`src/rtl/motor_pwm_pkg.sv`:
```
// Shared types, default constants and the magnitude-clamp helper for motor_pwm_driver.
package motor_pwm_pkg;

  typedef enum logic [1:0] {IDLE, RUN, DEAD} state_e;

  localparam int DEF_PERIOD_CYCLES = 2500;
  localparam int DEF_CNT_W         = 12;
  localparam int DEF_DUTY_MAX      = 2400;
  localparam int DEF_DEADTIME      = 50;
  localparam int DEF_WDOG_PERIODS  = 8;

  // Unsigned magnitude of a two's-complement word, clamped to max_val.
  // 0 - 0x80000000 taken as unsigned is 2**31, so the most negative input cannot overflow.
  function automatic logic [31:0] sat_abs(input logic signed [31:0] v, input int max_val);
    logic [31:0] mag;
    mag = v[31] ? (32'd0 - v) : v;
    return (mag > 32'(max_val)) ? 32'(max_val) : mag;
  endfunction

endpackage

```
`src/rtl/pwm_period_counter.sv`:
```
// Wrapping modulo-PERIOD counter with synchronous clear and a cnt==0 pulse while counting.
module pwm_period_counter #(
  parameter int PERIOD = 4,
  parameter int W      = 2
) (
  input  logic         clk,
  input  logic         reset_n,
  input  logic         i_en,
  input  logic         i_clr,
  output logic [W-1:0] o_cnt,
  output logic         o_zero
);

  localparam logic [W-1:0] LAST = W'(PERIOD - 1);

  logic [W-1:0] r_cnt;

  always_ff @(posedge clk or negedge reset_n) begin
    if (!reset_n)   r_cnt <= '0;
    else if (i_clr) r_cnt <= '0;
    else if (i_en)  r_cnt <= (r_cnt == LAST) ? '0 : r_cnt + 1'b1;
  end

  assign o_cnt  = r_cnt;
  assign o_zero = i_en && (r_cnt == '0);

endmodule

```
`src/rtl/motor_pwm_driver.sv`:
```
// Single H-bridge channel PWM driver: signed PID word -> direction + clamped duty, double-buffered,
// with dead-time on reversal. Define MOTOR_PWM_WATCHDOG_EN to add the command-loss watchdog (wdog_trip).
module motor_pwm_driver
  import motor_pwm_pkg::*;
#(
  parameter int PERIOD_CYCLES = DEF_PERIOD_CYCLES,
  parameter int CNT_W         = DEF_CNT_W,
  parameter int DUTY_MAX      = DEF_DUTY_MAX,
  parameter int DEADTIME      = DEF_DEADTIME,
  parameter int WDOG_PERIODS  = DEF_WDOG_PERIODS
) (
  input  logic               clk,
  input  logic               reset_n,
  input  logic               enable,
  input  logic signed [31:0] pid_result,
  input  logic               pid_valid,
  output logic               pwm_fwd,
  output logic               pwm_rev,
  output logic               period_start,
  output logic [CNT_W-1:0]   duty_active,
  output logic               dir_active
`ifdef MOTOR_PWM_WATCHDOG_EN
  ,
  output logic               wdog_trip
`endif
);

  if (PERIOD_CYCLES < 4 || (1 << CNT_W) < PERIOD_CYCLES || DUTY_MAX > PERIOD_CYCLES - 1 ||
      DEADTIME >= PERIOD_CYCLES || WDOG_PERIODS < 1) begin : g_bad_params
    $error("motor_pwm_driver: inconsistent parameters");
  end

  localparam logic [CNT_W-1:0] DT_LAST = CNT_W'(DEADTIME - 1);

  state_e           r_state, w_state_nxt;
  logic [CNT_W-1:0] w_cnt;
  logic             w_run, w_load, w_cnt_clr;
  logic [CNT_W-1:0] r_sh_duty, r_duty_active, w_duty_eff;
  logic             r_sh_dir, r_dir_active, w_dir_eff;
  logic             w_flip, w_gate, w_on;
  logic             r_pwm_fwd, r_pwm_rev;

  assign w_run     = (r_state != IDLE);
  assign w_cnt_clr = !enable || !w_run;

  pwm_period_counter #(.PERIOD(PERIOD_CYCLES), .W(CNT_W)) u_period (
    .clk    (clk),
    .reset_n(reset_n),
    .i_en   (w_run),
    .i_clr  (w_cnt_clr),
    .o_cnt  (w_cnt),
    .o_zero (w_load)
  );

`ifdef MOTOR_PWM_WATCHDOG_EN
  localparam int               WD_W     = $clog2(WDOG_PERIODS + 1);
  localparam logic [WD_W-1:0]  WD_FULL  = WD_W'(WDOG_PERIODS);
  localparam logic [CNT_W-1:0] CNT_LAST = CNT_W'(PERIOD_CYCLES - 1);

  logic [WD_W-1:0] w_wd_cnt;
  logic            w_wrap, w_trip;

  assign w_wrap = w_run && enable && (w_cnt == CNT_LAST);
  assign w_trip = (w_wd_cnt == WD_FULL);

  // Counts silent periods; parks at WDOG_PERIODS until a fresh command or disable clears it.
  pwm_period_counter #(.PERIOD(WDOG_PERIODS + 1), .W(WD_W)) u_wdog (
    .clk    (clk),
    .reset_n(reset_n),
    .i_en   (w_wrap && !w_trip),
    .i_clr  (pid_valid || !enable),
    .o_cnt  (w_wd_cnt),
    .o_zero ()
  );

  assign wdog_trip = w_trip;
`endif

  always_ff @(posedge clk or negedge reset_n) begin
    if (!reset_n) begin
      r_sh_duty <= '0;
      r_sh_dir  <= 1'b0;
    end else if (pid_valid) begin
      r_sh_duty <= CNT_W'(sat_abs(pid_result, DUTY_MAX));
      r_sh_dir  <= pid_result[31];
    end
`ifdef MOTOR_PWM_WATCHDOG_EN
    else if (w_trip) r_sh_duty <= '0;
`endif
  end

  always_ff @(posedge clk or negedge reset_n) begin
    if (!reset_n) begin
      r_duty_active <= '0;
      r_dir_active  <= 1'b0;
    end else if (w_load) begin
      r_duty_active <= r_sh_duty;
      r_dir_active  <= r_sh_dir;
    end
  end

  // The compare in the load cycle must already see the incoming command.
  assign w_duty_eff = w_load ? r_sh_duty : r_duty_active;
  assign w_dir_eff  = w_load ? r_sh_dir  : r_dir_active;
  assign w_flip     = w_load && (r_sh_dir != r_dir_active) && (r_sh_duty != '0);

  always_ff @(posedge clk or negedge reset_n) begin
    if (!reset_n) r_state <= IDLE;
    else          r_state <= w_state_nxt;
  end

  always_comb begin
    w_state_nxt = r_state;
    w_gate      = 1'b1;
    case (r_state)
      IDLE: if (enable) w_state_nxt = RUN;
      RUN: begin
        w_gate = w_flip && (DEADTIME != 0);
        if (w_flip && DEADTIME > 1) w_state_nxt = DEAD;
      end
      DEAD: if (w_cnt >= DT_LAST) w_state_nxt = RUN;
      default: w_state_nxt = IDLE;
    endcase
    if (!enable) w_state_nxt = IDLE;
  end

  assign w_on = !w_gate && enable && (w_cnt < w_duty_eff);

  always_ff @(posedge clk or negedge reset_n) begin
    if (!reset_n) begin
      r_pwm_fwd <= 1'b0;
      r_pwm_rev <= 1'b0;
    end else begin
      r_pwm_fwd <= w_on && !w_dir_eff;
      r_pwm_rev <= w_on &&  w_dir_eff;
    end
  end

  assign pwm_fwd      = r_pwm_fwd;
  assign pwm_rev      = r_pwm_rev;
  assign period_start = w_load;
  assign duty_active  = r_duty_active;
  assign dir_active   = r_dir_active;

endmodule

```
`config.mk`:
```
export PLATFORM = sky130hd
export DESIGN_NAME = motor_pwm_driver
export DESIGN_NICKNAME = d
export VERILOG_FILES = /design/src/rtl/motor_pwm_pkg.sv /design/src/rtl/pwm_period_counter.sv /design/src/rtl/motor_pwm_driver.sv
export SDC_FILE = /design/constraint.sdc
export NUM_CORES = 1
export LEC_CHECK = 0
export BUFFER_PORTS_ARGS = -buffer_cell sky130_fd_sc_hd__clkbuf_2
export CAP_MARGIN = 20
export CORE_UTILIZATION = 40
export DETAILED_ROUTE_END_ITERATION = 10
export SLEW_MARGIN = 30
export SYNTH_ARGS = -nofsm -noshare
export SYNTH_HDL_FRONTEND = slang
export SYNTH_HIERARCHICAL = 1
export SYNTH_SLANG_ARGS = --single-unit
export TNS_END_PERCENT = 100
```
`constraint.sdc`:
```
create_clock -name clk -period 6.29 [get_ports clk]
set_input_delay 1.258 -clock clk [delete_from_list [all_inputs] [get_ports clk]]
set_output_delay 1.258 -clock clk [all_outputs]
set_load 0.01 [all_outputs]
```
==> impl_metrics.env <==
export IMPL_status="complete, no violations"
export IMPL_antenna_left=0
export IMPL_drv_slew=0
export IMPL_wire_per_inst_um=15.8
export IMPL_globalRouteOverflowTotal=0
export IMPL_synthArstFlopShare_pct=100
export IMPL_crit_reg2reg_launch="u_period/o_cnt[4]"
export IMPL_first_iter_violations=111
export IMPL_htree_levels=2
export IMPL_multi_input_area_sq_um=2040
export IMPL_dieArea_sq_um=8460
export IMPL_synth_adder_area_share_pct=5.79
export IMPL_irDropWorstVdd_v=0.0000861
export IMPL_grt_pass1_wl_um=13800
export IMPL_reg2reg_to="pwm_rev"
export IMPL_place_inst=506
export IMPL_relSlewSlack_pct=54.0
export IMPL_start_kind="primary input"
export IMPL_die_y_um=92.0
export IMPL_cts_tree="yes"
export IMPL_clk_latency_ns=0.30
export IMPL_fmax_mhz=255
export IMPL_layout_nets=462
export IMPL_routed_wl_um=8120
export IMPL_setup_viol=0
export IMPL_drive_gt1_share_pct=19.9
export IMPL_synth_edff_count=0
export IMPL_syn2layout_area_growth_pct=14.0
export IMPL_yosysUniqueCellTypes=67
export IMPL_report_final_hold_viol_count=0
export IMPL_cp_cell_sequence="clkbuf_2 > inv_1 > ha_1 > nor4b_4 > nand2_1 > nor4_2 > a21oi_1 > o32a_1 > or4_1 > o22a_1"
export IMPL_critical_path_max_stage_delay_ns=0.58
export IMPL_final_setup_tns_ns=0
export IMPL_crit_slowest_cell="or4_1"
export IMPL_cts_made_buffers=5
export IMPL_diodes=0
export IMPL_cts_repair_resized=0
export IMPL_grt_max_degree=43
export IMPL_nFillCells=795
export IMPL_seqCellArea_sq_um=1050
export IMPL_grt_pass1_vias=2841
export IMPL_ff2ff_path_depth=12
export IMPL_min_path_type="reg2reg"
export IMPL_dr_pass1_iters=5
export IMPL_crit_path_end="r_sh_duty[5]"
export IMPL_syn_area_sq_um=3240
export IMPL_postSynthCellCount=366
export IMPL_pre_cts_slack_ns=2.07
export IMPL_cts_hold_buf=0
export IMPL_cts_buffer_depth=2
export IMPL_synth_compound_area_share_pct=19.0
export IMPL_final_setup_worst_slack_ns=2.38
export IMPL_drc=0
export IMPL_num_rows=32
export IMPL_synthesis_nets=417
export IMPL_critPathRequiredTime_ns=6.48
export IMPL_leakagePower_nw=1.61
export IMPL_grt_usage_pct=20.2
export IMPL_syn_avg_cell_area_sq_um=8.85
export IMPL_core_area_sq_um=7770
export IMPL_crit_path_start="pid_result[1]"
export IMPL_clock_sinks=42
export IMPL_clk_pin_slew_ns=0.08
export IMPL_worstMarginPinSlew_ns=0.685
export IMPL_power_density_nw_per_um2=211
export IMPL_synth_xor_area_share_pct=5.14
export IMPL_crit_fanout=10
export IMPL_clockRootBuffer="clkbuf_8"
export IMPL_period_share_pct=62.2
export IMPL_regToRegSetupSlack_ns=2.62
export IMPL_critPathKind="in2reg"
export IMPL_drv_cap=0
export IMPL_synthFlopType="dfrtp_1"
export IMPL_antenna_found_initial=0
export IMPL_yosysWarnings=6
export IMPL_post_synth_and_or_nand_nor_area_fraction_pct=27.4
export IMPL_rsz0062_at_grt="no"
export IMPL_post_cts_buffers=0
export IMPL_dpl_hpwl_um=6260
export IMPL_total_power_uw=781
export IMPL_port_buffers=51
export IMPL_routed_via_density=5.80
export IMPL_fin_cells=514
export IMPL_synth_top_family_by_area="simple AND/OR/NAND/NOR gates"
export IMPL_start_util_pct=41.7
export IMPL_vias=2982
export IMPL_ios=52
export IMPL_die_x_um=92.0
export IMPL_synth_area_mux_share_pct=5.72
export IMPL_synth_ff_latch_count=42
export IMPL_endpoint_kind="flip-flop"
export IMPL_gp_congestion=0.835
export IMPL_synth_seq_area_share_pct=32.4
export IMPL_fin_crit_ns=3.91
export IMPL_fin_skew_ns=0.0116
export IMPL_worstPathArrival_ns=4.11
layout by cell type (no fill, tap or decap), drive strengths merged, types with 5 or more instances in the layout:
cell / synthesis / routed
xnor2: 5 / 5
clkbuf: 10 / 56
dfrtp: 42 / 42
and4: 6 / 6
o2111ai: 5 / 5
a21o: 5 / 5
mux2i: 14 / 14
nand3: 20 / 20
o21ai: 7 / 7
o31ai: 6 / 6
nand4: 9 / 9
nor3: 16 / 16
nor4: 19 / 19
ha: 15 / 15
a21oi: 12 / 12
a22o: 5 / 5
xor2: 14 / 14
nand2: 24 / 24
nor2: 31 / 31
inv: 22 / 22
critical path: cells and delay by family:
kind,cells,cell delay (ns)
AND/OR/NAND/NOR,4,1.75
adder cells (fa/ha/maj),1,0.22
buffers and inverters,2,0.21
AO/OA/AOI/OAI,3,0.67
flip-flops by register name (all words and copies together), names as in the netlist:
| name | flops |
|---|---|
| duty_active | 12 |
| r_sh_duty | 12 |
| r_state | 2 |
| u_period/o_cnt | 12 |
| r_sh_dir | 1 |
| dir_active | 1 |
| pwm_rev | 1 |
| pwm_fwd | 1 |
cell usage after synthesis (3+ instances only):
library cell | instances | area (sq um)
dfrtp_1 | 42 | 1050
nor2_1 | 31 | 116
nand2_1 | 24 | 90.1
inv_1 | 22 | 82.6
nand3_1 | 20 | 100
ha_1 | 15 | 188
nor3_1 | 15 | 75.1
nor4_1 | 15 | 93.8
mux2i_1 | 14 | 140
xor2_1 | 14 | 123
a21oi_1 | 12 | 60.1
clkbuf_1 | 10 | 37.5
nand4_1 | 9 | 56.3
o21ai_0 | 6 | 30.0
o31ai_1 | 6 | 45.0
a21o_1 | 5 | 37.5
a22o_1 | 5 | 43.8
o2111ai_1 | 5 | 43.8
xnor2_1 | 5 | 43.8
and4_1 | 4 | 35.0
buf_2 | 4 | 20.0
mux2_2 | 4 | 45.0
nor2b_1 | 4 | 25.0
o211ai_1 | 4 | 30.0
or2_2 | 4 | 25.0
a31oi_1 | 3 | 18.8
nor3b_1 | 3 | 22.5
nor4_2 | 3 | 37.5
o21a_1 | 3 | 22.5
o22a_1 | 3 | 26.3
o22ai_1 | 3 | 18.8
o2bb2ai_1 | 3 | 26.3
worst min path at each step:
stage | startpoint | endpoint | depth (start not counted) | slack [ns]
5_1_grt | r_state[1] | r_state[1] | 1 | 0.54
4_1_cts | r_state[1] | r_state[1] | 1 | 0.51
3_5_place_dp | r_state[1] | r_state[1] | 1 | 0.50
3_3_place_gp | r_state[1] | r_state[1] | 1 | 0.51
6_report | r_state[1] | r_state[1] | 1 | 0.52
2_1_floorplan | r_state[1] | r_state[1] | 1 | 0.46
per-stage QoR:
step	area (sq um)	utilization (%)	hold slack (ns)
2_1_floorplan	3240	-	0.462
3_3_place_gp	3580	46.0	0.505
3_5_place_dp	3580	46.1	0.502
4_1_cts	3690	47.5	0.514
5_1_grt	3690	47.5	0.536
6_report	3690	47.5	0.515
area by class of cell:
| cell class | count | area share [%] |
|---|---|---|
| tap | 102 | 3.46 |
| clock inverter | 3 | 1.22 |
| multi-input combinational | 287 | 55.4 |
| timing repair buffer | 53 | 7.39 |
| sequential | 42 | 28.5 |
| clock buffer | 5 | 1.86 |
| inverter | 22 | 2.24 |
metal layers:
metal  wire length, um  vias to the layer above  GRT usage, %
li1                  -                     1485             -
met1              3720                     1419          26.6
met2              3970                       65          34.7
met3               292                       13          2.82
met4               135                        0          5.47
met5                 0                        -             0
power by group:
part	switching, mW	internal, mW
registers	0.0213	0.287
logic	0.153	0.101
clock network	0.0999	0.118
total	0.275	0.506
cell families after synthesis:
kind of cell	count (synthesis)
AO/OA/AOI/OAI	82
XOR/XNOR	19
adder cells (fa/ha/maj)	15
buffers and inverters	37
flip-flops	42
multiplexers	18
AND/OR/NAND/NOR	153
(Power assumes the default switching activity.)
